**config.mk**
```make
export PLATFORM = sky130hd
export DESIGN_NAME = dma_rx_dmux_csr_mc
export DESIGN_NICKNAME = d
export VERILOG_FILES = /design/src/rtl/ptp_bridge_pkg.sv /design/src/rtl/dma_rx_dmux_drop_cnt.sv /design/src/rtl/ptp_bridge_avmm_addr_chk.sv /design/src/rtl/dma_rx_dmux_csr_mc.sv
export SDC_FILE = /design/constraint.sdc
export NUM_CORES = 1
export LEC_CHECK = 0
export BUFFER_PORTS_ARGS = -buffer_cell sky130_fd_sc_hd__buf_4
export CAP_MARGIN = 20
export CORE_AREA = 2 2 246 248
export CTS_BUF_LIST = sky130_fd_sc_hd__clkbuf_4 sky130_fd_sc_hd__clkbuf_8 sky130_fd_sc_hd__clkbuf_16
export DETAILED_ROUTE_END_ITERATION = 8
export DIE_AREA = 0 0 248 250
export PLACE_DENSITY = 0.79
export SLEW_MARGIN = 20
export SYNTH_ARGS = -nofsm -noshare
export SYNTH_HDL_FRONTEND = slang
export SYNTH_SLANG_ARGS = --single-unit
```
**constraint.sdc**
```tcl
create_clock -name clk -period 5.9 [get_ports clk]
set_input_delay 0.59 -clock clk [delete_from_list [all_inputs] [get_ports clk]]
set_output_delay 0.59 -clock clk [all_outputs]
set_load 0.005 [all_outputs]
```
**src/rtl/ptp_bridge_pkg.sv**
```systemverilog
// ---------------------------------------------------------------------------
// ptp_bridge_pkg
// Shared constants, types and helpers for the PTP bridge CSR blocks.
//   - RX DMA demux CSR word offsets and channel limit
//   - CAPS register field positions
//   - register-select enum and offset decoder for the demux CSR
//   - AVMM byte-enable helpers
// ---------------------------------------------------------------------------
package ptp_bridge_pkg;

    localparam int unsigned DMUX_MAX_CH = 16;

    // Demux CSR word offsets, relative to the block base address
    localparam int unsigned DMUX_CSR_CTRL        = 'h00;
    localparam int unsigned DMUX_CSR_CNT_CLR     = 'h01;
    localparam int unsigned DMUX_CSR_CAPS        = 'h02;
    localparam int unsigned DMUX_CSR_SAT         = 'h03;
    localparam int unsigned DMUX_CSR_THRESH_BASE = 'h10;
    localparam int unsigned DMUX_CSR_CNT_BASE    = 'h20;

    // CAPS field positions
    localparam int unsigned DMUX_CAPS_NUM_CH_LSB   = 0;
    localparam int unsigned DMUX_CAPS_NUM_CH_W     = 5;
    localparam int unsigned DMUX_CAPS_THRESH_W_LSB = 8;
    localparam int unsigned DMUX_CAPS_THRESH_W_W   = 6;
    localparam int unsigned DMUX_CAPS_CNT_W_LSB    = 16;
    localparam int unsigned DMUX_CAPS_CNT_W_W      = 6;

    typedef enum logic [2:0] {
        DMUX_SEL_NONE,
        DMUX_SEL_CTRL,
        DMUX_SEL_CNT_CLR,
        DMUX_SEL_CAPS,
        DMUX_SEL_SAT,
        DMUX_SEL_THRESH,
        DMUX_SEL_CNT
    } dmux_csr_sel_e;

    // Maps a word offset to a register class; per-channel classes only
    // match for channels that actually exist.
    function automatic dmux_csr_sel_e dmux_csr_decode(input logic [31:0] off,
                                                      input int unsigned num_ch);
        dmux_csr_sel_e sel;
        sel = DMUX_SEL_NONE;
        if (off == DMUX_CSR_CTRL) begin
            sel = DMUX_SEL_CTRL;
        end else if (off == DMUX_CSR_CNT_CLR) begin
            sel = DMUX_SEL_CNT_CLR;
        end else if (off == DMUX_CSR_CAPS) begin
            sel = DMUX_SEL_CAPS;
        end else if (off == DMUX_CSR_SAT) begin
            sel = DMUX_SEL_SAT;
        end else if (off >= DMUX_CSR_THRESH_BASE && off < DMUX_CSR_THRESH_BASE + num_ch) begin
            sel = DMUX_SEL_THRESH;
        end else if (off >= DMUX_CSR_CNT_BASE && off < DMUX_CSR_CNT_BASE + num_ch) begin
            sel = DMUX_SEL_CNT;
        end
        return sel;
    endfunction

    function automatic logic [31:0] dmux_caps_word(input int unsigned num_ch,
                                                   input int unsigned thresh_w,
                                                   input int unsigned cnt_w);
        logic [31:0] w;
        w = '0;
        w[DMUX_CAPS_NUM_CH_LSB   +: DMUX_CAPS_NUM_CH_W]   = num_ch[DMUX_CAPS_NUM_CH_W-1:0];
        w[DMUX_CAPS_THRESH_W_LSB +: DMUX_CAPS_THRESH_W_W] = thresh_w[DMUX_CAPS_THRESH_W_W-1:0];
        w[DMUX_CAPS_CNT_W_LSB    +: DMUX_CAPS_CNT_W_W]    = cnt_w[DMUX_CAPS_CNT_W_W-1:0];
        return w;
    endfunction

    function automatic logic [31:0] dmux_be_mask(input logic [3:0] be);
        logic [31:0] m;
        m = '0;
        for (int unsigned b = 0; b < 4; b++) begin
            m[b*8 +: 8] = {8{be[b]}};
        end
        return m;
    endfunction

    function automatic logic [31:0] dmux_be_merge(input logic [31:0] old_val,
                                                  input logic [31:0] wdata,
                                                  input logic [3:0]  be);
        logic [31:0] m;
        m = dmux_be_mask(be);
        return (old_val & ~m) | (wdata & m);
    endfunction

endpackage

```
**src/rtl/dma_rx_dmux_drop_cnt.sv**
```systemverilog
// ---------------------------------------------------------------------------
// dma_rx_dmux_drop_cnt
// Saturating drop counter with clear and sticky saturation flag.
// Ports:
//   clk, rst_n  clock, asynchronous active-low reset
//   inc_i       count one drop this cycle
//   clr_i       clear count and flag (a coincident inc_i still counts)
//   cnt_o       current count, holds at all-ones
//   sat_o       set on reaching all-ones, held until clr_i
// ---------------------------------------------------------------------------
module dma_rx_dmux_drop_cnt #(
    parameter int unsigned CNT_W = 32
) (
    input  logic             clk,
    input  logic             rst_n,
    input  logic             inc_i,
    input  logic             clr_i,
    output logic [CNT_W-1:0] cnt_o,
    output logic             sat_o
);

    logic [CNT_W-1:0] cnt_q, cnt_d;
    logic             sat_q, sat_d;

    always_comb begin
        cnt_d = cnt_q;
        if (clr_i) begin
            cnt_d = inc_i ? CNT_W'(1) : '0;
        end else if (inc_i && (cnt_q != '1)) begin
            cnt_d = cnt_q + CNT_W'(1);
        end
        sat_d = (clr_i ? 1'b0 : sat_q) | (cnt_d == '1);
    end

    always_ff @(posedge clk or negedge rst_n) begin
        if (!rst_n) begin
            cnt_q <= '0;
            sat_q <= 1'b0;
        end else begin
            cnt_q <= cnt_d;
            sat_q <= sat_d;
        end
    end

    assign cnt_o = cnt_q;
    assign sat_o = sat_q;

endmodule

```
**src/rtl/ptp_bridge_avmm_addr_chk.sv**
```systemverilog
// ---------------------------------------------------------------------------
// ptp_bridge_avmm_addr_chk
// Stage-1 register for an AVMM CSR slave: range-checks the word address
// against BASE_ADDR and registers offset, strobes, write data and byteenable.
// Ports:
//   clk, rst_n       clock, asynchronous active-low reset
//   address_i        AVMM word address
//   read_i, write_i  AVMM strobes
//   writedata_i      write data
//   byteenable_i     write byte lanes
//   off_o            registered offset (address - BASE_ADDR)
//   in_range_o       registered: address >= BASE_ADDR
//   read_o, write_o  registered strobes (cleared by reset)
//   writedata_o      registered write data
//   byteenable_o     registered byteenable
// ---------------------------------------------------------------------------
module ptp_bridge_avmm_addr_chk #(
    parameter int unsigned BASE_ADDR  = 'h0,
    parameter int unsigned ADDR_WIDTH = 8
) (
    input  logic                  clk,
    input  logic                  rst_n,
    input  logic [ADDR_WIDTH-1:0] address_i,
    input  logic                  read_i,
    input  logic                  write_i,
    input  logic [31:0]           writedata_i,
    input  logic [3:0]            byteenable_i,
    output logic [ADDR_WIDTH-1:0] off_o,
    output logic                  in_range_o,
    output logic                  read_o,
    output logic                  write_o,
    output logic [31:0]           writedata_o,
    output logic [3:0]            byteenable_o
);

    localparam logic [ADDR_WIDTH-1:0] BASE = ADDR_WIDTH'(BASE_ADDR);

    logic [ADDR_WIDTH-1:0] off_q;
    logic                  in_range_q;
    logic                  read_q;
    logic                  write_q;
    logic [31:0]           wdata_q;
    logic [3:0]            be_q;

    always_ff @(posedge clk or negedge rst_n) begin
        if (!rst_n) begin
            off_q      <= '0;
            in_range_q <= 1'b0;
            read_q     <= 1'b0;
            write_q    <= 1'b0;
            wdata_q    <= '0;
            be_q       <= '0;
        end else begin
            off_q      <= address_i - BASE;
            in_range_q <= (address_i >= BASE);
            read_q     <= read_i;
            write_q    <= write_i;
            wdata_q    <= writedata_i;
            be_q       <= byteenable_i;
        end
    end

    assign off_o        = off_q;
    assign in_range_o   = in_range_q;
    assign read_o       = read_q;
    assign write_o      = write_q;
    assign writedata_o  = wdata_q;
    assign byteenable_o = be_q;

endmodule

```
**src/rtl/dma_rx_dmux_csr_mc.sv**
```systemverilog
// ---------------------------------------------------------------------------
// dma_rx_dmux_csr_mc
// Multi-channel drop CSR for the PTP bridge RX DMA demux.
// Two-stage AVMM pipeline: stage 1 registers and range-checks the request,
// stage 2 applies writes and registers read data (valid 2 cycles after the
// read is sampled). cfg outputs are a further register of the CSR state.
// Ports:
//   clk, rst_n            clock, asynchronous active-low reset
//   avmm_address          word address
//   avmm_read/_write      strobes, no waitrequest
//   avmm_writedata        write data
//   avmm_byteenable       write byte lanes
//   avmm_readdata(_valid) read response
//   cfg_drop_en           per-channel drop enable
//   cfg_drop_threshold    channel i at [i*THRESH_W +: THRESH_W]
//   drop_pulse            per-channel one-cycle drop indication
//   cnt_sat               per-channel sticky saturation flag
// ---------------------------------------------------------------------------
module dma_rx_dmux_csr_mc
    import ptp_bridge_pkg::*;
#(
    parameter int unsigned BASE_ADDR       = 'h0,
    parameter int unsigned ADDR_WIDTH      = 8,
    parameter int unsigned NUM_CH          = 8,
    parameter int unsigned THRESH_W        = 16,
    parameter int unsigned CNT_W           = 32,
    parameter logic [31:0] THRESH_RST      = 32'hFFFF,
    parameter bit          CNT_CLR_ON_READ = 1'b0
) (
    input  logic                         clk,
    input  logic                         rst_n,
    input  logic [ADDR_WIDTH-1:0]        avmm_address,
    input  logic                         avmm_read,
    output logic [31:0]                  avmm_readdata,
    output logic                         avmm_readdata_valid,
    input  logic                         avmm_write,
    input  logic [31:0]                  avmm_writedata,
    input  logic [3:0]                   avmm_byteenable,
    output logic [NUM_CH-1:0]            cfg_drop_en,
    output logic [NUM_CH*THRESH_W-1:0]   cfg_drop_threshold,
    input  logic [NUM_CH-1:0]            drop_pulse,
    output logic [NUM_CH-1:0]            cnt_sat
);

    if (NUM_CH < 1 || NUM_CH > DMUX_MAX_CH) begin : g_bad_num_ch
        $error("dma_rx_dmux_csr_mc: NUM_CH out of range");
    end

    localparam logic [THRESH_W-1:0] THRESH_RST_T = THRESH_W'(THRESH_RST);
    localparam logic [31:0]         CAPS_VAL     = dmux_caps_word(NUM_CH, THRESH_W, CNT_W);

    // ---------------- stage 1 ----------------
    logic [ADDR_WIDTH-1:0] s1_off;
    logic                  s1_in_range;
    logic                  s1_rd;
    logic                  s1_wr;
    logic [31:0]           s1_wdata;
    logic [3:0]            s1_be;

    ptp_bridge_avmm_addr_chk #(
        .BASE_ADDR  (BASE_ADDR),
        .ADDR_WIDTH (ADDR_WIDTH)
    ) u_addr_chk (
        .clk          (clk),
        .rst_n        (rst_n),
        .address_i    (avmm_address),
        .read_i       (avmm_read),
        .write_i      (avmm_write),
        .writedata_i  (avmm_writedata),
        .byteenable_i (avmm_byteenable),
        .off_o        (s1_off),
        .in_range_o   (s1_in_range),
        .read_o       (s1_rd),
        .write_o      (s1_wr),
        .writedata_o  (s1_wdata),
        .byteenable_o (s1_be)
    );

    logic [31:0]   off32;
    dmux_csr_sel_e sel;
    logic [3:0]    idx;

    assign off32 = 32'(s1_off);
    assign sel   = s1_in_range ? dmux_csr_decode(off32, NUM_CH) : DMUX_SEL_NONE;
    assign idx   = off32[3:0];

    // ---------------- state ----------------
    logic [NUM_CH-1:0]          ctrl_q, ctrl_d;
    logic [THRESH_W-1:0]        thresh_q [NUM_CH];
    logic [THRESH_W-1:0]        thresh_d [NUM_CH];
    logic [31:0]                rdata_q, rdata_d;
    logic                       rvalid_q;
    logic [NUM_CH-1:0]          cfg_en_q;
    logic [NUM_CH*THRESH_W-1:0] cfg_thr_q, cfg_thr_d;

    logic [CNT_W-1:0]           cnt [NUM_CH];
    logic [NUM_CH-1:0]          sat;
    logic [NUM_CH-1:0]          clr;

    for (genvar g = 0; g < NUM_CH; g++) begin : g_ch
        dma_rx_dmux_drop_cnt #(
            .CNT_W (CNT_W)
        ) u_cnt (
            .clk   (clk),
            .rst_n (rst_n),
            .inc_i (drop_pulse[g]),
            .clr_i (clr[g]),
            .cnt_o (cnt[g]),
            .sat_o (sat[g])
        );
    end

    // ---------------- stage 2: writes and clears ----------------
    always_comb begin
        ctrl_d   = ctrl_q;
        thresh_d = thresh_q;
        clr      = '0;
        if (s1_wr) begin
            case (sel)
                DMUX_SEL_CTRL: begin
                    ctrl_d = NUM_CH'(dmux_be_merge(32'(ctrl_q), s1_wdata, s1_be));
                end
                DMUX_SEL_CNT_CLR: begin
                    clr = NUM_CH'(s1_wdata & dmux_be_mask(s1_be));
                end
                DMUX_SEL_THRESH: begin
                    for (int unsigned i = 0; i < NUM_CH; i++) begin
                        if (idx == 4'(i)) begin
                            thresh_d[i] = THRESH_W'(dmux_be_merge(32'(thresh_q[i]), s1_wdata, s1_be));
                        end
                    end
                end
                default: ;
            endcase
        end
        // Read-clear lands in the same edge that captures the read data,
        // so the response carries the pre-clear count.
        if (CNT_CLR_ON_READ && s1_rd && (sel == DMUX_SEL_CNT)) begin
            for (int unsigned i = 0; i < NUM_CH; i++) begin
                if (idx == 4'(i)) begin
                    clr[i] = 1'b1;
                end
            end
        end
    end

    // ---------------- stage 2: read mux ----------------
    always_comb begin
        rdata_d = '0;
        if (s1_rd) begin
            case (sel)
                DMUX_SEL_CTRL: rdata_d = 32'(ctrl_q);
                DMUX_SEL_CAPS: rdata_d = CAPS_VAL;
                DMUX_SEL_SAT:  rdata_d = 32'(sat);
                DMUX_SEL_THRESH: begin
                    for (int unsigned i = 0; i < NUM_CH; i++) begin
                        if (idx == 4'(i)) begin
                            rdata_d = 32'(thresh_q[i]);
                        end
                    end
                end
                DMUX_SEL_CNT: begin
                    for (int unsigned i = 0; i < NUM_CH; i++) begin
                        if (idx == 4'(i)) begin
                            rdata_d = 32'(cnt[i]);
                        end
                    end
                end
                default: rdata_d = '0;
            endcase
        end
    end

    always_comb begin
        cfg_thr_d = '0;
        for (int unsigned i = 0; i < NUM_CH; i++) begin
            cfg_thr_d[i*THRESH_W +: THRESH_W] = thresh_q[i];
        end
    end

    always_ff @(posedge clk or negedge rst_n) begin
        if (!rst_n) begin
            ctrl_q    <= '0;
            thresh_q  <= '{default: THRESH_RST_T};
            rdata_q   <= '0;
            rvalid_q  <= 1'b0;
            cfg_en_q  <= '0;
            cfg_thr_q <= {NUM_CH{THRESH_RST_T}};
        end else begin
            ctrl_q    <= ctrl_d;
            thresh_q  <= thresh_d;
            rdata_q   <= rdata_d;
            rvalid_q  <= s1_rd;
            cfg_en_q  <= ctrl_q;
            cfg_thr_q <= cfg_thr_d;
        end
    end

    assign avmm_readdata       = rdata_q;
    assign avmm_readdata_valid = rvalid_q;
    assign cfg_drop_en         = cfg_en_q;
    assign cfg_drop_threshold  = cfg_thr_q;
    assign cnt_sat             = sat;

endmodule

```
=== Yosys cells after proc, flatten, opt, wreduce, memory -nomap -nowiden ===
Index checks and enable logic that the tools add are counted.

* Register bits after elaboration: 598
* Input port bits: 56
* Output and inout port bits: 177
* Word-level logic and storage cells: 188

* Add/sub/neg operators: 8
* Magnitude comparators: 5
* Equal/unequal tests: 32
* Muxes and demuxes: 59
* Bitwise gates (word level): 28
* Reduce and logical (&&, ||, !) cells: 21

{| class="wikitable"
|+ Operators with widths
! kind !! number
|-
| $mux 32 || 32
|-
| $add 32x1->32 const B || 8
|-
| $eq 32x32->1 const B || 8
|-
| $ne 32x32->1 const B || 8
|-
| $pmux 32 s5 || 1
|-
| $and 16x16->16 || 9
|-
| $or 16x16->16 || 8
|-
| $logic_not 32->1 || 1
|-
| $reduce_and 3->1 || 8
|-
| $mux 3 || 7
|-
| $eq 4x3->1 const B || 4
|-
| $eq 8x2->1 const B || 2
|-
| $mux 1 || 16
|-
| $mux 16 || 1
|-
| $mux 8 || 2
|-
| $not 16->16 || 1
|-
| $logic_and 1x1->1 || 10
|-
| $eq 3x3->1 const B || 3
|-
| $and 8x8->8 || 1
|-
| $eq 4x2->1 const B || 2
|-
| $eq 8x1->1 const B || 1
|-
| $ge 8x1->1 const B || 1
|-
| $ge 8x5->1 const B || 1
|-
| $ge 8x6->1 const B || 1
|-
| other kinds (9) || 17
|}

=== Longest topological paths before layout ===
Gate-level depths: netlist (run 1).

* Word-level depth: 15
* Depth in mapped cells: 11
* Depth with buffers taken out: 9

=== Cells and area by module ===
From an unflattened synthesis (run 1), not the netlist that was laid out.

* Cell total of the unflattened synthesis: 2808
* Area, all modules: 30277.8 um^2

{| class="wikitable"
|+ Modules (own cells, without submodules)
! module !! times used !! cells an instance !! area an instance (um^2) !! seq. area each (um^2)
|-
| dma_rx_dmux_csr_mc || 1 || 1046 || 13729.4 || 7952.6
|-
| dma_rx_dmux_drop_cnt (g_ch[3].u_cnt ...) || 4 || 208 || 1893.1 || 825.8
|-
| dma_rx_dmux_drop_cnt (g_ch[0].u_cnt ...) || 3 || 213 || 1884.3 || 825.8
|-
| dma_rx_dmux_drop_cnt (g_ch[7].u_cnt) || 1 || 243 || 2143.3 || 825.8
|-
| ptp_bridge_avmm_addr_chk || 1 || 48 || 1179.9 || 1176.1
|}

=== Worst setup path after synthesis (run 1) ===
Ideal clock, no wire load.

* Path type: in2reg
* From: input port drop_pulse[3]
* To: register g_ch[3].u_cnt.sat_q
* Library setup time: 103 ps
* Data arrival time: 2770 ps
* Data required time: 5797 ps
* Path slack: 3026 ps
* Stages: 9
* Path buffers: 1
* Cell sequence: buf_2 > nand4_1 > or3_1 > a31o_2 > or3_1 > a21oi_2 > nand2_1 > or4b_1 > o41ai_2

* Word-level cells in the longest chain between the ends: 5
* Elaborated cells on any way between the ends: 6
* Classes of those cells: 1 x eq/ne; 3 x mux; 1 x bitwise; 1 x reduce/logical

{| class="wikitable"
|+ RTL lines
! item !! line !! source
|-
| start: declaration || dma_rx_dmux_csr_mc.sv:41 || <nowiki>input logic [NUM_CH-1:0] drop_pulse,</nowiki>
|-
| $logic_and 1x1->1 || dma_rx_dmux_drop_cnt.sv:29 || <nowiki>end else if (inc_i && (cnt_q != '1)) begin</nowiki>
|-
| $mux 32 || dma_rx_dmux_drop_cnt.sv:29 ||
|-
| $mux 32 || dma_rx_dmux_drop_cnt.sv:27 || <nowiki>if (clr_i) begin</nowiki>
|-
| named net g_ch[3].u_cnt.cnt_d[14] || dma_rx_dmux_drop_cnt.sv:22 || <nowiki>logic [CNT_W-1:0] cnt_q, cnt_d;</nowiki>
|-
| $eq 32x32->1 || dma_rx_dmux_drop_cnt.sv:32 || <nowiki>sat_d = (clr_i ? 1'b0 : sat_q) | (cnt_d == '1);</nowiki>
|-
| $or 1x1->1 || dma_rx_dmux_drop_cnt.sv:32 ||
|-
| named net g_ch[3].u_cnt.sat_d || dma_rx_dmux_drop_cnt.sv:23 || <nowiki>logic sat_q, sat_d;</nowiki>
|-
| end signal: assignment || dma_rx_dmux_drop_cnt.sv:41 || <nowiki>sat_q <= sat_d;</nowiki>
|-
| end: declaration || dma_rx_dmux_drop_cnt.sv:23 ||
|}

The timed path passes the listed nets, and every way through them passes these cells.
A chain may end at the register's enable or synchronous reset.

==> results of run 1 <==
[Yosys cell counts (all sizes together), types with 18 or more instances]
cell,count,area (um2)
dfstp,256,6730
xnor2,83,727
nand3,121,606
and2,44,275
a21oi,109,549
nor4,37,231
nor2,310,1160
or3,50,318
mux2i,44,440
dfrtp,342,8560
nand2,204,766
nor2b,18,113
and3,64,400
a222oi,20,200
nand4,105,663
a31oi,27,169
inv,33,124
clkbuf,104,390
a221oi,18,158
a22o,21,184
nor3,62,332
and4,37,324
buf,45,229
a22oi,68,510
xor2,86,753
o21ai,89,445
mux2,170,1910
[metrics by stage]
stage	worst slack, ns	instance area [um2]	cells	util
floorplan	3.03	29300	2794	-
global placement	2.12	31600	3675	0.530
detailed placement	2.05	31600	3675	0.530
CTS	1.94	33800	3788	0.567
global route	1.66	33800	3788	0.568
finish	1.89	33800	3788	0.568
[cells by family (layout without fill, tap and decap cells)]
logic type / Yosys count / count (layout) / share of synthesized area
AND/OR/NAND/NOR: 1133 / 1133 / 0.199
flip-flops: 598 / 598 / 0.522
AO/OA/AOI/OAI: 481 / 481 / 0.113
multiplexers: 222 / 222 / 0.0866
buffers and inverters: 182 / 394 / 0.0254
XOR/XNOR: 169 / 169 / 0.0505
adder cells (fa/ha/maj): 8 / 8 / 0.00342
other: 1 / 1 / 0.000128
[how the worst min path moves through the flow]
stage,start,to,slack [ns]
after floorplan,rst_n,asynchronous set/reset pin,0.29
after global placement,register,cfg_drop_threshold[101],0.36
after detailed placement,register,cfg_drop_threshold[103],0.36
after CTS,avmm_writedata[9],u_addr_chk.writedata_o[9],0.01
after global routing,avmm_writedata[9],u_addr_chk.writedata_o[9],0.02
final,avmm_writedata[9],u_addr_chk.writedata_o[9],0.03
[cell type report]
cell class              count  area share
flip-flops and latches    598       0.452
multi-input cells        2014       0.393
repair buffers            249      0.0567
clock buffers              83      0.0532
well taps                 782      0.0289
clock inverters            29      0.0123
inverters                  33     0.00366
[per-layer routing]
layer | vias up | GRT usage | wire [um]
li1 | 10600 | - | -
met5 | - | 0 | 30
met4 | 4 | 0.157 | 5240
met1 | 12000 | 0.407 | 37100
met2 | 1258 | 0.453 | 42500
met3 | 258 | 0.0508 | 8160
[placed cells by master, fill, tap and decap left out, drive strengths merged, types with 44 or more instances in the layout]
| master | synthesis | final |
|---|---|---|
| nand3 | 121 | 121 |
| clkbuf | 104 | 83 |
| dfrtp | 342 | 342 |
| dfstp | 256 | 256 |
| nor3 | 62 | 62 |
| mux2i | 44 | 44 |
| a22oi | 68 | 68 |
| o21ai | 89 | 89 |
| nand2 | 204 | 204 |
| and2 | 44 | 44 |
| xor2 | 86 | 86 |
| xnor2 | 83 | 83 |
| nor2 | 310 | 310 |
| mux2 | 170 | 170 |
| buf | 45 | 248 |
| nand4 | 105 | 105 |
| or3 | 50 | 50 |
| and3 | 64 | 64 |
| a21oi | 109 | 109 |
[power groups by stage]
stage	Clock [uW]	Combinational, uW	Sequential (uW)
floorplan	0	642	4530
global placement	0	845	4760
detailed placement	0	861	4760
CTS	4230	867	4700
global route	4400	969	4740
finish	4200	880	4720
==> metrics.md, run 1 <==
| Metric | Value |
|---|---|
| Outcome | `complete, no violations` |
| Die height | `250 um` |
| Final nets | `3020` |
| Synth warnings | `0` |
| IO Count | `233` |
| Clock tree buffer depth | `3` |
| Drt first pass iters | `8` |
| First-pass GRT wire length | `141000 um` |
| Peak VDD IR | `0.295 mV` |
| Clock share of power | `0.428` |
| DRT iter0 DRCs | `3056` |
| Data arrival, critical path | `4.60 ns` |
| Setup-failing EPs final | `0` |
| Clock Skew | `0.0532 ns` |
| Total GRT Usage | `0.298` |
| CTS tree | `done` |
| Max Fclk | `249 MHz` |
| Critical Path Stages | `7` |
| Later-pin clock latency in the skew report | `0.67 ns` |
| CP Launch Type | `register` |
| Die Width | `248 um` |
| H-tree levels | `2` |
| Seq/Total Area, Yosys | `0.522` |
| Hold path depth | `1` |
| Clock sink count | `598` |
| Largest net degree at the start of global routing | `184` |
| Initial Utilization | `0.492` |
| Routability cong. | `0.953` |
| Hold_buf cts | `1` |
| Core area | `59600 um2` |
| CTS root buf | `clkbuf_16` |
| Prevailing post-synth register cell | `dfrtp_1` |
| Flop2flop setup slack | `1.89 ns` |
| CP cell instances | `nand2_1 -> o21bai_1 -> and3b_1 -> and2_1 -> nand3_1 -> nor2_1 -> mux2_2` |
| Final Hold Viols | `0` |
| Slowest cell on crit path | `dfrtp_2` |
| Layout cell share with drive strength beyond 1 | `0.274` |
| Port buffer count | `214` |
| Max_slew headroom | `0.272` |
| Min-Delay Path Class | `primary input to register` |
| Total negative setup slack | `0 ns` |
| Seq pwr share | `0.482` |
| # resized after CTS | `0` |
| Post-synth EDFFs | `0` |
| Syn Nets | `2858` |
| Critical path origin | `u_addr_chk.off_o[1]` |
| Final wirelength | `93100 um` |
| Postcts setup bufs | `0` |
| CP Data Required Time | `6.49 ns` |
| Max-slew violation count | `0` |
| Initial antenna violation count | `2` |
| Hpwl dp | `67200 um` |
| Cells after Synth | `2794` |
| Pwr dens | `290 nW/um2` |
| Total power draw | `9800 uW` |
| Drt wl/cell | `24.6 um` |
| Vias in the first global route | `23.1k` |
| Max cap viols | `0` |
| Critical path fanouts, max | `39` |
| RR Startpoint | `u_addr_chk.off_o[1]` |
| Delay-heaviest family, CP | `simple AND/OR/NAND/NOR gates` |
| Vias per inst | `6.36` |
| Worst slew pin tran | `1.09 ns` |
| DRC violations left | `0` |
| Combinational power share | `0.090` |
| Slowest Stage Delay on Critical Path | `1.02 ns` |
| Sw Pwr | `2700 uW` |
| Vias | `24.1k` |
| Final Cycle Share | `0.681` |
| Die area | `62000 um2` |
| LEAKAGE | `0.0140 uW` |
| Ys async rst share | `1.00` |
| ANT nets after route | `0` |
| Synth Area per Inst | `10.5 um2` |
| Total CTS buffers | `60` |
| N_diodes | `0` |
| Internal Power | `7100 uW` |
| Area of the multi-input gates | `13300 um2` |
| Hold Slack | `0.0313 ns` |
| Sequential cell area | `15300 um2` |
| Buffer and inverter count on the worst path | `0` |
| RSZ-0062 raised after global routing | `no` |
| Total grt overflow | `0` |
| Minimum period implied by the final worst setup slack | `4.01 ns` |
| Clock transition at path regs | `0.06 ns` |
| Library cells used by synthesis | `88` |
| FP Rows | `90` |
| Critical path capture point type | `register` |
| Sw frac | `0.275` |
| Area grow syn2layout | `15.4%` |
| R2R depth | `7` |
| FILL cells | `4841` |
| Mapped Area | `29300 um2` |
| Number of synthesized register bits | `598` |
| Setup Crit Path Kind | `register to register` |
(Power assumes the default switching activity.)
==> run 2: changes to the inputs <==
- ABC_AREA: default -> 1
- CORE_AREA: 2 2 246 248 -> 2 2 264 266
- DIE_AREA: 0 0 248 250 -> 0 0 266 268
- PLACE_DENSITY: 0.79 -> 0.78
- clock period: 5.9 -> 4 ns (I/O delays scaled with it)
==> metrics.md, run 2 <==
| Metric | Value |
|---|---|
| Outcome | `complete, no violations` |
| # resized after CTS | `0 (unchanged)` |
| Vias | `32.9k (+37%)` |
| Later-pin clock latency in the skew report | `0.63 ns (-0.04 ns)` |
| Max_slew headroom | `0.300 (+0.0275)` |
| Synth Area per Inst | `7.12 um2 (-32%)` |
| Max cap viols | `0 (unchanged)` |
| Synth top area share | `0.253 (-0.0393)` |
| Buffer and inverter count on the worst path | `2 (+2)` |
| Seq pwr share | `0.366 (-0.116)` |
| Hold Slack | `0.130 ns (+0.0984 ns)` |
| Mapped Area | `33800 um2 (+16%)` |
| Clock transition at path regs | `0.07 ns (about the same)` |
| Ys async rst share | `1.00 (unchanged)` |
| IO Count | `233 (unchanged)` |
| Layout cell share with drive strength beyond 1 | `0.143 (-0.131)` |
| Vias in the first global route | `30.7k (+33%)` |
| Final Cycle Share | `0.833 (+0.153)` |
| Combinational power share | `0.337 (+0.247)` |
| CTS tree | `done` |
| H-tree levels | `3 (+1)` |
| DRT iter0 DRCs | `3752 (+23%)` |
| Final wirelength | `119000 um (+28%)` |
| FP Rows | `96 (+6.7%)` |
| CP Launch Type | `register` |
| CP Data Required Time | `4.54 ns (-1.95 ns)` |
| Final nets | `5015 (+66%)` |
| FILL cells | `6336 (+31%)` |
| Routability cong. | `1.07 (+12%)` |
| Top-count cell post-synth | `nand2_1` |
| Slowest cell on crit path | `dfrtp_1` |
| Total grt overflow | `0 (unchanged)` |
| Total negative setup slack | `0 ns (unchanged)` |
| Clock tree buffer depth | `3 (unchanged)` |
| Hpwl dp | `89100 um (+33%)` |
| Clock share of power | `0.297 (-0.131)` |
| Setup Crit Path Kind | `register to register` |
| Most common cell after layout, fill and taps aside | `nand2_1` |
| Data arrival, critical path | `3.88 ns (-0.72 ns)` |
| Vias per inst | `5.58 (-12%)` |
| ANT nets after route | `0 (unchanged)` |
| Initial Utilization | `0.496 (+0.00436)` |
| RSZ-0062 raised after global routing | `no` |
| Initial antenna violation count | `1 (-1)` |
| Post-synth EDFFs | `0 (unchanged)` |
| CP cell instances | `ha_1 -> inv_1 -> nor2_1 -> nand2_1 -> nor2_2 -> nand2_2 -> nand2_4 -> inv_2 -> a21oi_1 -> nand3_1 -> nor2_1 -> nand2_1 -> nor2_1 -> nand2_1 -> nand2_1` |
| Most used cell, CP | `nand2_1` |
| Critical path fanouts, max | `42 (+7.7%)` |
| Cell taking the most area after synthesis | `dfrtp_1` |
| CTS root buf | `clkbuf_16` |
| Drt wl/cell | `20.3 um (-18%)` |
| Critical path capture point type | `register` |
| Most frequent cells in the layout | `nand2_1 (1384), nor2_1 (798), inv_1 (500)` |
| Drt first pass iters | `8 (unchanged)` |
| N_diodes | `0 (unchanged)` |
| Core area | `68200 um2 (+15%)` |
| Die Width | `266 um (+7.3%)` |
| Slowest Stage Delay on Critical Path | `0.43 ns (-0.59 ns)` |
| Sw Pwr | `9250 uW (+240%)` |
| Die height | `268 um (+7.2%)` |
| Sw frac | `0.406 (+0.131)` |
| Total CTS buffers | `69 (+15%)` |
| Clock sink count | `598 (unchanged)` |
| Peak VDD IR | `0.360 mV (+22%)` |
| Synth warnings | `0 (unchanged)` |
| Total power draw | `22800 uW (+130%)` |
| Seq/Total Area, Yosys | `0.452 (-0.0702)` |
| Internal Power | `13500 uW (+91%)` |
| Setup-failing EPs final | `0 (unchanged)` |
| Number of synthesized register bits | `598 (unchanged)` |
| Delay-heaviest family, CP | `simple AND/OR/NAND/NOR gates` |
| Max Fclk | `300 MHz (+20%)` |
| Total GRT Usage | `0.332 (+0.0345)` |
| Largest net degree at the start of global routing | `108 (-41%)` |
| Die area | `71300 um2 (+15%)` |
| Worst slew pin tran | `1.05 ns (-0.0397 ns)` |
| Library cells used by synthesis | `48 (-45%)` |
| First-pass GRT wire length | `180000 um (+28%)` |
| DRC violations left | `0 (unchanged)` |
| Pwr dens | `585 nW/um2 (+100%)` |
| Clock Skew | `0.0273 ns (-0.0259 ns)` |
| Syn Nets | `4815 (+68%)` |
| Post-synth top cells | `nand2_1 (1385), nor2_1 (801), inv_1 (500)` |
| Cells after Synth | `4751 (+70%)` |
| Final Hold Viols | `0 (unchanged)` |
| Port buffer count | `214 (unchanged)` |
| Prevailing post-synth register cell | `dfrtp_1` |
| Area grow syn2layout | `15.2%` |
| Min-Delay Path Class | `primary input to register` |
| Minimum period implied by the final worst setup slack | `3.33 ns (-0.683 ns)` |
| Largest cells by area after synthesis | `dfrtp_1 (25%), dfstp_2 (20%), nand2_1 (15%), nor2_1 (8.9%), inv_1 (5.5%)` |
| Max-slew violation count | `0 (unchanged)` |
| LEAKAGE | `0.0197 uW (+41%)` |
==> run 2: cell types whose count changed after synthesis, sizes merged, moves of 89 or more <==
cell | before | now
o21ai | 89 | 325
nor2 | 310 | 823
mux2 | 170 | 0
inv | 33 | 512
nand4 | 105 | 16
nand3 | 121 | 325
nand2 | 204 | 1405
a21oi | 109 | 270
==> run 2: kinds of logic (layout without fill, tap and decap cells) <==
kind of cell,count (synthesis),count (layout),synth area share
compound gates,709,709,0.113
xor+xnor,104,104,0.0269
fa+ha+maj,8,8,0.00296
buf+inv,672,925,0.0801
flops,598,598,0.452
other cells,1,1,0.000111
simple gates,2659,2659,0.325
==> run 2: timing repair <==
action	4_1_cts	5_1_grt
endpoints found under the hold margin	31	0
setup buffers	0	0
hold buffers	29	0
==> run 2: path summary, 6_finish.rpt <==
path	from	end	slack, ns	depth (start not counted)
worst max register to register	g_ch[3].u_cnt.cnt_o[0]	g_ch[3].u_cnt.sat_o	0.67	15
worst min register to register	register	cfg_drop_threshold[126]	0.37	0
worst min-delay path	drop_pulse[7]	g_ch[7].u_cnt.cnt_o[0]	0.13	3
max in group asynchronous	rst_n	g_ch[4].u_cnt.cnt_o[29]	2.41	3
worst max-delay path	g_ch[3].u_cnt.cnt_o[0]	g_ch[3].u_cnt.sat_o	0.67	15
min in group asynchronous	rst_n	u_addr_chk.writedata_o[12]	0.49	2
==> run 2: layer usage <==
metal	GRT usage	share of wire	vias to the layer above	routed length [um]
met1	0.442	0.40	15600	48300
met2	0.538	0.46	1512	54700
met3	0.0480	0.084	289	9970
li1	-	-	15500	-
met5	0	0	-	0
met4	0.157	0.053	0	6300
==> run 2: power groups by stage <==
| stage | Clock, uW | Sequential (uW) | Combinational (uW) |
|---|---|---|---|
| 2_1_floorplan | 0 | 7870 | 5620 |
| 3_3_place_gp | 0 | 8340 | 7380 |
| 3_5_place_dp | 0 | 8350 | 7460 |
| 4_1_cts | 6800 | 8270 | 7530 |
| 5_1_grt | 7040 | 8450 | 8680 |
| 6_report | 6770 | 8330 | 7690 |
==> run 2: final cells by class <==
| type | instances | area (um2) | share of cell area |
|---|---|---|---|
| inverter | 513 | 1930 | 0.0495 |
| clock inverter | 25 | 308 | 0.00790 |
| tap | 882 | 1100 | 0.0283 |
| sequential | 598 | 15300 | 0.392 |
| clock buffer | 99 | 2140 | 0.0548 |
| timing repair buffer | 288 | 2330 | 0.0598 |
| multi-input combinational | 3481 | 15900 | 0.407 |
==> run 2: worst reg2reg max path, delay by kind of cell, from the launching register on <==
family / cells / cell delay [ns]
buf+inv: 2 / 0.41
flops: 1 / 0.43
compound gates: 1 / 0.33
fa+ha+maj: 1 / 0.30
simple gates: 11 / 1.78
==> run 2: through the flow <==
step                      cell area (um2)   util  setup slack [ns]  std cells
after detailed placement            36200  0.531             0.808       5733
after global routing                39000  0.571             0.379       5886
after CTS                           39000  0.571             0.778       5886
after global placement              36200  0.531             0.802       5733
after floorplan                     33800      -              1.80       4751
final                               39000  0.571             0.668       5886
